**src/rtl/neuron_accumulator.sv**
```systemverilog
// Weighted-sum neuron stage: bias + sum(activation * weight) accumulated at full
// precision, then rounded (half toward +inf) and saturated to the signed output
// format consumed by sigmoid_function. One neuron in flight at a time.
module neuron_accumulator #(
    parameter int ACT_INT  = 1,
    parameter int ACT_FRAC = 9,
    parameter int W_INT    = 5,
    parameter int W_FRAC   = 5,
    parameter int OUT_INT  = 5,
    parameter int OUT_FRAC = 5,
    parameter int N_INPUTS = 8,
    parameter int ACC_W    = 26
) (
    input  logic                                 clk,
    input  logic                                 reset,
    input  logic                                 c_en,
    input  logic                                 start,
    input  logic signed [W_INT+W_FRAC-1:0]       bias,
    input  logic                                 in_valid,
    output logic                                 in_ready,
    input  logic        [ACT_INT+ACT_FRAC-1:0]   act_in,
    input  logic signed [W_INT+W_FRAC-1:0]       weight_in,
    output logic                                 out_valid,
    input  logic                                 out_ready,
    output logic signed [OUT_INT+OUT_FRAC-1:0]   data_out,
    output logic                                 sat_flag,
    output logic                                 busy
);

    localparam int AW = ACT_INT + ACT_FRAC;
    localparam int WW = W_INT + W_FRAC;
    localparam int OW = OUT_INT + OUT_FRAC;
    localparam int PW = AW + WW + 1;
    // Right shift that brings the product fraction down to the output fraction.
    localparam int S  = ACT_FRAC + W_FRAC - OUT_FRAC;
    localparam int CW = (N_INPUTS > 1) ? $clog2(N_INPUTS) : 1;

    // Output clip limits, held at one bit wider than the accumulator.
    localparam logic signed [ACC_W:0] OUT_MAX = (ACC_W+1)'((64'sd1 <<< (OW-1)) - 64'sd1);
    localparam logic signed [ACC_W:0] OUT_MIN = ~OUT_MAX;

    typedef enum logic [1:0] {
        IDLE  = 2'd0,
        ACCUM = 2'd1,
        ROUND = 2'd2,
        HOLD  = 2'd3
    } state_t;

    state_t                   state_q;
    logic signed [ACC_W-1:0]  acc_q;
    logic        [CW-1:0]     count_q;
    logic signed [OW-1:0]     data_q;
    logic                     out_valid_q;
    logic                     sat_q;

    logic signed [PW-1:0]     prod;
    logic signed [ACC_W-1:0]  acc_sum_d;
    logic signed [ACC_W:0]    acc_ext;
    logic signed [ACC_W:0]    round_d;
    logic signed [OW-1:0]     data_d;
    logic                     sat_d;

    // Activation is unsigned, so a zero MSB is prepended before the signed multiply.
    assign prod      = PW'($signed({1'b0, act_in})) * PW'(weight_in);
    assign acc_sum_d = acc_q + ACC_W'(prod);

    // One extra headroom bit so adding the rounding half can never wrap.
    assign acc_ext = {acc_q[ACC_W-1], acc_q};

    generate
        if (S > 0) begin : g_round
            localparam logic signed [ACC_W:0] HALF = $signed((ACC_W+1)'(1) << (S-1));
            assign round_d = (acc_ext + HALF) >>> S;
        end else begin : g_no_round
            assign round_d = acc_ext;
        end
    endgenerate

    // Saturate the rounded sum into the output range and flag any clipping.
    always_comb begin
        data_d = round_d[OW-1:0];
        sat_d  = 1'b0;
        if (round_d > OUT_MAX) begin
            data_d = OUT_MAX[OW-1:0];
            sat_d  = 1'b1;
        end else if (round_d < OUT_MIN) begin
            data_d = OUT_MIN[OW-1:0];
            sat_d  = 1'b1;
        end
    end

    // Control FSM with all datapath and output registers; c_en=0 freezes everything.
    always_ff @(posedge clk) begin
        if (reset) begin
            state_q     <= IDLE;
            acc_q       <= '0;
            count_q     <= '0;
            data_q      <= '0;
            out_valid_q <= 1'b0;
            sat_q       <= 1'b0;
        end else if (c_en) begin
            case (state_q)
                IDLE: begin
                    if (start) begin
                        // Align the bias binary point with the product binary point.
                        acc_q   <= ACC_W'(bias) <<< (ACT_FRAC + W_FRAC - W_FRAC);
                        count_q <= '0;
                        state_q <= ACCUM;
                    end
                end
                ACCUM: begin
                    if (in_valid) begin
                        acc_q   <= acc_sum_d;
                        count_q <= count_q + CW'(1);
                        if (count_q == CW'(N_INPUTS - 1)) begin
                            state_q <= ROUND;
                        end
                    end
                end
                ROUND: begin
                    data_q      <= data_d;
                    sat_q       <= sat_d;
                    out_valid_q <= 1'b1;
                    state_q     <= HOLD;
                end
                HOLD: begin
                    if (out_ready) begin
                        out_valid_q <= 1'b0;
                        state_q     <= IDLE;
                    end
                end
                default: state_q <= IDLE;
            endcase
        end
    end

    assign in_ready  = c_en && (state_q == ACCUM);
    assign busy      = (state_q != IDLE);
    assign out_valid = out_valid_q;
    assign data_out  = data_q;
    assign sat_flag  = sat_q;

endmodule
```
**config.mk**
```make
export PLATFORM = sky130hd
export DESIGN_NAME = neuron_accumulator
export DESIGN_NICKNAME = d
export VERILOG_FILES = /design/src/rtl/neuron_accumulator.sv
export SDC_FILE = /design/constraint.sdc
export NUM_CORES = 1
export LEC_CHECK = 0
export ABC_CLOCK_PERIOD_IN_PS = 9760
export CORE_MARGIN = 3
export CORE_UTILIZATION = 45
export DETAILED_ROUTE_END_ITERATION = 10
export PLACE_DENSITY = 0.61
export SLEW_MARGIN = 20
export SYNTH_ARGS = -nofsm -noshare
export SYNTH_HDL_FRONTEND = slang
export SYNTH_SLANG_ARGS = --single-unit
export TNS_END_PERCENT = 100
```
**constraint.sdc**
```tcl
create_clock -name clk -period 9.76 [get_ports clk]
set_input_delay 2.928 -clock clk [delete_from_list [all_inputs] [get_ports clk]]
set_output_delay 2.928 -clock clk [all_outputs]
set_load 0.01 [all_outputs]
```
==> impl_metrics.json <==
{
  "run_status": "completed",
  "most_frequent_cp_cell": "sky130_fd_sc_hd__fa_1",
  "gp_routability_congestion": 0.898,
  "final_worst_setup_slack_ns": 1.43,
  "power_density_nw_per_um2": 211,
  "globalRouteTotalUtil_pct": 20.8,
  "wire_per_inst_um": 16.1,
  "wirelength_um": 16100,
  "clkSinkCount": 43,
  "cts_repair_resized_insts": 0,
  "die_area_um2": 16200,
  "dp_cells": 992,
  "max_transition_viols_final": 0,
  "drt-pass1-iter-count": 5,
  "fin_area_um2": 7430,
  "setup_viol": 0,
  "finalSetupTns_ns": 0,
  "numCtsBuffers": 5,
  "first_global_vias": 5663,
  "vias_per_cell": 5.45,
  "die_h_um": 127,
  "insertion_delay_of_the_later_clocked_pin_in_the_worst_skew_pair_ns": 0.28,
  "timing.critical_path.from_type": "input pin",
  "end_kind": "flip-flop",
  "leakagePower_uw": 0.00343,
  "synth-seq-cells": 43,
  "path_buf_inv": 4,
  "overflow": 0,
  "worst_path_largest_cell_delay_ns": 0.79,
  "max-clock-path-buffers": 2,
  "mappedNetlistNets": 990,
  "avgSynthCellArea_um2": 8.41,
  "synth_warnings": 0,
  "fmax_ghz": 0.120,
  "die_w_um": 127,
  "worstPathArrival_ns": 8.49,
  "cp-startpoint": "act_in[4]",
  "finClkSkew_ns": 0.00586,
  "layout_cell_share_with_drive_strength_beyond_1_pct": 3.17,
  "cts_max_level": 2,
  "layout.cells.non_filler": 1000,
  "placement.setup.worst_slack_ns": 1.17,
  "timing.hold.worst.class": "reg2reg",
  "cts_hold_buf": 0,
  "drtAntennaViolNets": 0,
  "number_of_top_level_pins": 50,
  "cts_clk_pin_slew_worst_paths_ns": 0.06,
  "hold_violations": 0,
  "diode_insertion_count_for_antenna_repair": 0,
  "syn-instance-count": 787,
  "max_slew_margin_pct": 58.6,
  "grt_first_pass_wirelength_um": 27500,
  "postCtsSetupRepairBufs": 0,
  "initial_core_util_pct": 46.8,
  "finalCritPeriodShare_pct": 85.4,
  "fp-row-count": 43,
  "cts-root-buf": "sky130_fd_sc_hd__clkbuf_16",
  "drv_cap": 0,
  "drc": 0,
  "seq_area_frac_synth_pct": 13.0,
  "nNetsFinal": 1022,
  "area_growth_pct": 12.3,
  "critical_path_class": "in2reg",
  "half_perimeter_wire_length_of_the_detailed_placement_result_um": 13000,
  "power.ir.vdd_worst_mv": 0.140,
  "antenna_found_initial": 0,
  "synthesis.area_um2": 6620,
  "synth_edf_count": 0,
  "vias": 5448,
  "path_cells": "clkdlybuf4s50_1 -> nand2_1 -> fa_1 -> inv_1 -> fa_1 -> fa_1 -> fa_1 -> inv_1 -> fa_1 -> inv_1 -> ha_1 -> a2111o_1 -> o21ai_1 -> o211a_1 -> o21ai_0 -> xnor2_1 -> o22ai_1",
  "period_minus_slack_ns": 8.33,
  "synth-async-reset-ratio_pct": 0,
  "detailed_place.area_um2": 7250,
  "cell_with_the_largest_stage_delay_on_the_worst_path": "sky130_fd_sc_hd__clkdlybuf4s50_1",
  "grt_start_max_net_pins": 42,
  "path_delay_family": "adder cells",
  "regToRegStartpoint": "acc_q[9]",
  "clock_tree_from_tritoncts": "done",
  "port_buffers": 49,
  "timing.critical_path.required_ns": 9.91,
  "hold_path_startpoint": "acc_q[2]",
  "drt_iter0_drc": 246,
  "core_um2": 14100,
  "critPathMaxFanout": 10,
  "rsz0062_at_grt": "no",
  "yosys.cell_types.count": 58,
  "worst-slew-pin-transition_ns": 0.621,
  "synthFlopType": "sky130_fd_sc_hd__dfxtp_1"
}
[path summary, 6_finish.rpt]
check	to	slack, ns	cells past startpoint
min	acc_q[2]	0.46	2
max	acc_q[23]	1.43	17
max reg2reg	acc_q[23]	5.28	15
min reg2reg	acc_q[2]	0.46	2
[flip-flops by register name, summed over array words and instances, names as in the netlist]
register / cells
acc_q: 26
data_out: 10
count_q: 3
state_q: 2
out_valid: 1
sat_flag: 1
[per-layer routing]
| metal | global-route usage [%] | share of wire, % |
|---|---|---|
| met5 | 0 | 0 |
| met3 | 1.92 | 3.0 |
| met1 | 26.1 | 43 |
| met2 | 38.6 | 52 |
| met4 | 4.92 | 1.6 |
[cell usage in the layout, fill, tap and decap left out, drive strengths merged, types with 5 or more instances in the layout]
cell type and instances:
nand3 10, nand2 83, xor2 12, and2 52, fa 83, a211oi 13
dfxtp 43, clkbuf 6, o22ai 7, nor3 13, a21oi 35, inv 136
mux2i 8, o21ai 19, nor4 7, ha 84, xnor2 19, nor2 48
a22oi 5, nor2b 12, a31oi 6, clkdlybuf4s50 49, or4 5, nand4 8
o211ai 13
[metrics by stage]
step           utilization (%)  total power, uW  hold WS [ns]
6_report                  52.5             1560         0.459
3_3_place_gp              51.3             1350         0.449
2_1_floorplan                -             1110         0.436
5_1_grt                   52.5             1750         0.482
4_1_cts                   52.5             1580         0.464
3_5_place_dp              51.3             1370         0.456
[report_power, final]
| part | total [uW] | switching, uW | internal (uW) |
|---|---|---|---|
| registers | 216 | 26.5 | 190 |
| clock network | 196 | 69.2 | 127 |
| logic | 1150 | 667 | 484 |
| total | 1560 | 763 | 801 |
[cell usage after synthesis, types with 2 or more instances]
cell                       instances  area [um2]
sky130_fd_sc_hd__nor2b_1          12        75.1
sky130_fd_sc_hd__nor3_1           13        65.1
sky130_fd_sc_hd__ha_1             84        1050
sky130_fd_sc_hd__a21o_1            4        30.0
sky130_fd_sc_hd__o21a_1            4        30.0
sky130_fd_sc_hd__o31ai_1           2        15.0
sky130_fd_sc_hd__clkbuf_1         23        86.3
sky130_fd_sc_hd__o21ai_0          17        85.1
sky130_fd_sc_hd__and2_1           52         325
sky130_fd_sc_hd__or2_2             3        18.8
sky130_fd_sc_hd__o211ai_1         13        97.6
sky130_fd_sc_hd__dfxtp_1          43         861
sky130_fd_sc_hd__nor4_1            7        43.8
sky130_fd_sc_hd__a211oi_1         13        97.6
sky130_fd_sc_hd__nor3b_1           3        22.5
sky130_fd_sc_hd__nand2_1          81         304
sky130_fd_sc_hd__a31oi_1           6        37.5
sky130_fd_sc_hd__fa_1             83        1660
sky130_fd_sc_hd__nand2b_1          3        18.8
sky130_fd_sc_hd__xor2_1           12         105
sky130_fd_sc_hd__mux2i_1           8        80.1
sky130_fd_sc_hd__nand3_1          10        50.1
sky130_fd_sc_hd__a22oi_1           5        37.5
sky130_fd_sc_hd__xnor2_1          19         166
sky130_fd_sc_hd__a21oi_1          35         175
sky130_fd_sc_hd__inv_1           136         510
sky130_fd_sc_hd__nand4_1           7        43.8
sky130_fd_sc_hd__o41ai_1           2        17.5
sky130_fd_sc_hd__o22ai_1           7        43.8
sky130_fd_sc_hd__or4_1             3        22.5
sky130_fd_sc_hd__buf_2             2        10.0
sky130_fd_sc_hd__nor2_1           47         176
sky130_fd_sc_hd__buf_1             3        11.3
[tightest hold or removal path, stage by stage, from the launching register on]
cell and delay (ns):
sky130_fd_sc_hd__dfxtp_1 0.31, sky130_fd_sc_hd__nand2_1 0.05, sky130_fd_sc_hd__a21oi_1 0.05
[final cells by class]
cell class                 count  area [um2]
clock inverter                 2        35.0
tap                          180         225
sequential                    43         861
fill                        1376        6720
clock buffer                   6         139
inverter                     136         510
multi-input combinational    580        5140
timing repair buffer          53         520
[kinds of logic after synthesis]
family | synth area share (%)
AND/OR/NAND/NOR | 19.4
adder cells (fa/ha/maj) | 41.0
buffers and inverters | 9.34
AO/OA/AOI/OAI | 12.0
flip-flops | 13.0
XOR/XNOR | 4.10
multiplexers | 1.21
Note: power is estimated with default switching activity, not from simulation.
